<file path="src/rtl/cp0_coproc_pkg.sv">
// -----------------------------------------------------------------------------
// cp0_coproc_pkg
// Shared definitions for the P7 coprocessor-0: CP0 register numbers, field bit
// positions inside SR and Cause, exception codes, the handler entry address and
// a small word-alignment helper.
// -----------------------------------------------------------------------------
package cp0_coproc_pkg;

    // CP0 register numbers (rd field of mfc0/mtc0)
    localparam logic [4:0] CP0_SR    = 5'd12;
    localparam logic [4:0] CP0_CAUSE = 5'd13;
    localparam logic [4:0] CP0_EPC   = 5'd14;
    localparam logic [4:0] CP0_PRID  = 5'd15;

    // SR field positions
    localparam int SR_IE    = 0;
    localparam int SR_EXL   = 1;
    localparam int SR_IM_LO = 10;
    localparam int SR_IM_HI = 15;

    // Cause field positions
    localparam int CAUSE_EXC_LO = 2;
    localparam int CAUSE_EXC_HI = 6;
    localparam int CAUSE_IP_LO  = 10;
    localparam int CAUSE_IP_HI  = 15;
    localparam int CAUSE_BD     = 31;

    // ExcCode values
    localparam logic [4:0] EXC_INT  = 5'd0;
    localparam logic [4:0] EXC_ADEL = 5'd4;
    localparam logic [4:0] EXC_ADES = 5'd5;
    localparam logic [4:0] EXC_RI   = 5'd10;
    localparam logic [4:0] EXC_OV   = 5'd12;

    // Handler entry point used by the NPC logic when o_Req is taken
    localparam logic [31:0] NPC_INT = 32'h0000_4180;

    // Clear the two byte-offset bits of an address
    function automatic logic [31:0] word_align(input logic [31:0] addr);
        return addr & ~32'd3;
    endfunction

endpackage

</file>
<file path="src/rtl/cp0_coproc.sv">
// -----------------------------------------------------------------------------
// cp0_coproc
// Coprocessor-0 of the P7 pipeline, sitting in the M stage. Holds SR, Cause,
// EPC and PRId, executes mtc0/mfc0/eret, and arbitrates hardware interrupts
// against precise exceptions. o_Req redirects the PC to the handler and
// squashes the M/W register in the same cycle.
//
// Ports
//   i_clk, i_reset   clock, synchronous active-high reset
//   i_en             mtc0 in M stage (write enable)
//   i_CP0Add[4:0]    CP0 register number for mfc0/mtc0
//   i_CP0In[31:0]    mtc0 write data
//   i_VPC[31:0]      PC of the M-stage instruction
//   i_BDIn           M-stage instruction is in a branch delay slot
//   i_ExcCodeIn[4:0] merged exception code, 0 = none
//   i_HWInt[5:0]     external interrupt lines
//   i_EXLClr         eret in M stage
//   o_CP0Out[31:0]   mfc0 read data (pre-write value)
//   o_EPCOut[31:0]   eret target, bypassing a same-cycle mtc0 to EPC
//   o_Req            take interrupt/exception this cycle
// -----------------------------------------------------------------------------
module cp0_coproc
    import cp0_coproc_pkg::*;
#(
    parameter logic [31:0] PRID_VALUE = 32'h2023_0007
) (
    input  logic        i_clk,
    input  logic        i_reset,
    input  logic        i_en,
    input  logic [4:0]  i_CP0Add,
    input  logic [31:0] i_CP0In,
    input  logic [31:0] i_VPC,
    input  logic        i_BDIn,
    input  logic [4:0]  i_ExcCodeIn,
    input  logic [5:0]  i_HWInt,
    input  logic        i_EXLClr,
    output logic [31:0] o_CP0Out,
    output logic [31:0] o_EPCOut,
    output logic        o_Req
);

    // Architectural state, only the implemented fields
    logic [5:0]  im_q,  im_d;
    logic        exl_q, exl_d;
    logic        ie_q,  ie_d;
    logic        bd_q,  bd_d;
    logic [5:0]  ip_q,  ip_d;
    logic [4:0]  exc_q, exc_d;
    logic [31:0] epc_q, epc_d;

    logic        int_req;
    logic        exc_req;
    logic        wr_sr;
    logic        wr_epc;
    logic [31:0] vpc_aligned;
    logic [31:0] sr_rd;
    logic [31:0] cause_rd;

    // EXL masks both sources, so an active handler is never re-entered
    assign int_req = ie_q & ~exl_q & (|(i_HWInt & im_q));
    assign exc_req = ~exl_q & (i_ExcCodeIn != 5'd0);
    assign o_Req   = (int_req | exc_req) & ~i_reset;

    assign wr_sr       = i_en & (i_CP0Add == CP0_SR);
    assign wr_epc      = i_en & (i_CP0Add == CP0_EPC);
    assign vpc_aligned = word_align(i_VPC);

    // Next-state: a taken request squashes any mtc0/eret in M
    always_comb begin
        // NOTE: every next-state variable gets a default first so no latch is inferred.
        im_d  = im_q;
        exl_d = exl_q;
        ie_d  = ie_q;
        bd_d  = bd_q;
        exc_d = exc_q;
        epc_d = epc_q;
        ip_d  = i_HWInt;    // interrupt pending bits sample the lines every cycle

        if (o_Req) begin
            exl_d = 1'b1;
            bd_d  = i_BDIn;
            exc_d = int_req ? EXC_INT : i_ExcCodeIn;
            // A delay-slot fault restarts at the branch, one word back (wraps)
            epc_d = i_BDIn ? vpc_aligned - 32'd4 : vpc_aligned;
        end else begin
            if (i_EXLClr) begin
                exl_d = 1'b0;
            end
            // Placed after eret so an mtc0 to SR wins the EXL bit
            if (wr_sr) begin
                im_d  = i_CP0In[SR_IM_HI:SR_IM_LO];
                exl_d = i_CP0In[SR_EXL];
                ie_d  = i_CP0In[SR_IE];
            end
            if (wr_epc) begin
                epc_d = word_align(i_CP0In);
            end
        end
    end

    always_ff @(posedge i_clk) begin
        // NOTE: state registers use non-blocking assignments so all update together at the edge.
        if (i_reset) begin
            im_q  <= '0;
            exl_q <= 1'b0;
            ie_q  <= 1'b0;
            bd_q  <= 1'b0;
            ip_q  <= '0;
            exc_q <= '0;
            epc_q <= '0;
        end else begin
            im_q  <= im_d;
            exl_q <= exl_d;
            ie_q  <= ie_d;
            bd_q  <= bd_d;
            ip_q  <= ip_d;
            exc_q <= exc_d;
            epc_q <= epc_d;
        end
    end

    // Register images with unimplemented bits forced to zero
    always_comb begin
        sr_rd                           = '0;
        sr_rd[SR_IM_HI:SR_IM_LO]        = im_q;
        sr_rd[SR_EXL]                   = exl_q;
        sr_rd[SR_IE]                    = ie_q;

        cause_rd                        = '0;
        cause_rd[CAUSE_BD]              = bd_q;
        cause_rd[CAUSE_IP_HI:CAUSE_IP_LO]   = ip_q;
        cause_rd[CAUSE_EXC_HI:CAUSE_EXC_LO] = exc_q;
    end

    // mfc0 returns the stored value, never the data being written this cycle
    always_comb begin
        o_CP0Out = '0;
        case (i_CP0Add)
            CP0_SR:    o_CP0Out = sr_rd;
            CP0_CAUSE: o_CP0Out = cause_rd;
            CP0_EPC:   o_CP0Out = epc_q;
            CP0_PRID:  o_CP0Out = PRID_VALUE;
            default:   o_CP0Out = '0;
        endcase
    end

    // Bypass lets an eret directly behind an mtc0 EPC jump to the new target
    assign o_EPCOut = wr_epc ? word_align(i_CP0In) : epc_q;

endmodule

</file>
<file path="config.mk">
export PLATFORM = sky130hd
export DESIGN_NAME = cp0_coproc
export DESIGN_NICKNAME = d
export VERILOG_FILES = /design/src/rtl/cp0_coproc_pkg.sv /design/src/rtl/cp0_coproc.sv
export SDC_FILE = /design/constraint.sdc
export NUM_CORES = 1
export LEC_CHECK = 0
export ABC_CLOCK_PERIOD_IN_PS = 5600
export CAP_MARGIN = 15
export CORE_AREA = 3 3 92 94
export DETAILED_ROUTE_END_ITERATION = 7
export DIE_AREA = 0 0 95 97
export PLACE_DENSITY_LB_ADDON = 0.2
export SYNTH_ARGS = -nofsm -noshare
export SYNTH_HDL_FRONTEND = slang
export SYNTH_SLANG_ARGS = --single-unit
</file>
<file path="constraint.sdc">
create_clock -name i_clk -period 5.6 [get_ports i_clk]
set_input_delay 0.84 -clock i_clk [delete_from_list [all_inputs] [get_ports i_clk]]
set_output_delay 0.84 -clock i_clk [all_outputs]
set_load 0.02 [all_outputs]
</file>
==> impl_metrics.ini <==
[worst_hold_path]
hold_depth = 2
worstHoldStart = bd_q
min_to = bd_q
hp-class = register to register

[logic_synthesis]
synthTopCellsByCount = 52 x dfxtp_1, 42 x clkbuf_1, 40 x and3_1
synth.area.top_cells = dfxtp_1 29%, and3_1 6.9%, a2111oi_0 5.5%
synth_nets = 536
yosysSeqAreaShare_pct = 28.7
yosysWarnings = 0
synth_area_um2 = 3630
synth.top_cell.area_share_pct = 28.7
synth_top_area_cell = dfxtp_1
syn_inst = 450
synthFlopType = dfxtp_1
synth.distinct_cells = 54
avgSynthCellArea_um2 = 8.07
synth_enable_flop_cells = 0
synthArstFlopShare_pct = 0
ys_ff_latch = 52
yosysMostFrequentCell = dfxtp_1

[power]
power_density_nw_per_um2 = 183
peakVddDrop_uv = 102
p_leak_nw = 2.03
power_mw = 0.959

[clocking]
cts_resized = 0
cts_tree = built
cts_max_path_buffers = 2
root_buffer = clkbuf_8
clk_latency_ns = 0.31
cts_hold_buffers = 0
ctsHtreeMaxLevel = 2
cts_made_buffers = 5
clock_sinks = 52
path_clk_slew_ns = 0.08
postCtsSetupBuffers = 0

[routing]
drc = 0
drt_first_pass_iters = 4
drt_iter0_drc = 331
vias = 4230
wire_per_inst_um = 20.1
routed_wl_um = 13400
ant_nets = 0
drt-vias-per-instance = 6.33

[run]
drv_cap = 0

[worst_setup_path]
arrival_ns = 3.60
r2r_end = epc_q[23]
critPathMaxFanout = 32
worstSetupEndpointType = primary output
reg2regPathDepth = 4
path_class = input pin to primary output
cp.required_ns = 4.76
cp-startpoint = i_CP0Add[1]
rr_startpoint = im_q[0]
reg2reg_setup_slack_ns = 3.01
start_kind = input pin

[floorplanning]
die_area_um2 = 9220
pin_count = 150
start_util_pct = 47.0
coreArea_um2 = 7730
rows = 32
die_y_um = 97
die_w_um = 95

[timing]
rsz0062_at_grt = no
hold_ws_ns = 0.479
setup_viol = 0
hold_viol = 0
timing.setup.tns_ns = 0
max_freq_ghz = 0.225
fin_ws_ns = 1.16
skew_ns = 0.00982
slew_headroom_pct = 25.8
worst_pin_slew_ns = 1.11
fin_crit_sh_pct = 79.2
drv_slew = 0
finalCriticalPeriod_ns = 4.44

[placement]
place_worst_setup_slack_ns = 1.22
place_congestion = 1.00
io_buffer_count = 147
dp_hpwl_um = 9960

[grt]
grt_pass1_vias = 4084
grt.overflow.total = 0
grt_max_degree = 45
antenna_found_initial = 0
grt_first_pass_wirelength_um = 21500
grt_use_total_pct = 29.1

[final_layout]
layout-drive-gt1-share_pct = 4.42
syn_to_final_growth_pct = 44.0
utilization_pct = 67.7
antenna_cells = 0
nNetsFinal = 653

[outcome]
status = complete, no violations
how the worst max path moves through the flow:
stage | end | slack [ns] | depth (start not counted)
2_1_floorplan | o_EPCOut[10] | 2.48 | 7
3_3_place_gp | o_EPCOut[19] | 1.21 | 8
3_5_place_dp | o_EPCOut[19] | 1.22 | 8
4_1_cts | o_EPCOut[19] | 1.20 | 8
5_1_grt | o_EPCOut[31] | 1.04 | 8
6_report | o_EPCOut[31] | 1.16 | 8
metal layers:
metal  wire length (um)  vias up  global-route usage, %
li1                   -     2009                      -
met1               5910     2028                   40.7
met2               6300      174                   45.9
met3                900       19                   4.67
met4                289        0                   8.21
met5                  0        -                      0
where the power goes:
part / internal (mW) / switching, mW
Sequential: 0.397 / 0.0187
Combinational: 0.147 / 0.147
Clock: 0.129 / 0.121
state kept, by name (all words and copies together) (netlist names):
name	count
bd_q	1
epc_q	32
exc_q	5
exl_q	1
ie_q	1
im_q	6
ip_q	6
cells in the final DEF, fill, tap and decap left out, drive strengths merged, types with 5 or more instances in the layout:
master and count:
buf 8, o211a 6, clkbuf 5, a22oi 8, nand4 13, a2111oi 23, mux2i 11, o31ai 16
a211oi 8, xnor2 7, o21ai 11, clkdlybuf4s50 147, and3 40, nor2b 8, a311oi 16, dfxtp 52
nand2 13, nor2 38, xor2 5, a21oi 18, or3 9, or4 12, nor4 9, nor3 8
mux2 6, o41ai 5, a21o 23
through the flow:
step           cells  instance area, um^2
6_report         668                 5230
5_1_grt          668                 5230
4_1_cts          668                 5230
3_5_place_dp     662                 5130
3_3_place_gp     662                 5130
2_1_floorplan    450                 3630
kinds of logic after synthesis:
kind of cell / after synthesis / synth area share (%)
AO/OA/AOI/OAI: 143 / 29.6
XOR/XNOR: 12 / 2.89
multiplexers: 17 / 4.89
AND/OR/NAND/NOR: 176 / 28.3
buffers and inverters: 49 / 5.30
adder cells (fa/ha/maj): 1 / 0.344
flip-flops: 52 / 28.7
worst max-delay path, stage by stage:
cell,delay (ns)
clkdlybuf4s50_1,0.46
buf_4,0.24
and3b_1,0.19
buf_4,0.27
nand2_1,0.41
buf_4,0.40
a21o_1,0.21
clkdlybuf4s50_1,0.56
final cells by class:
cell class | instances | area [um^2]
flip-flops and latches | 52 | 1040
inverters | 4 | 15.0
clock buffers | 5 | 68.8
clock inverters | 1 | 30.0
multi-input cells | 349 | 2420
fillers | 665 | 2500
well taps | 102 | 128
repair buffers | 155 | 1530
Note: power is estimated with default switching activity, not from simulation.
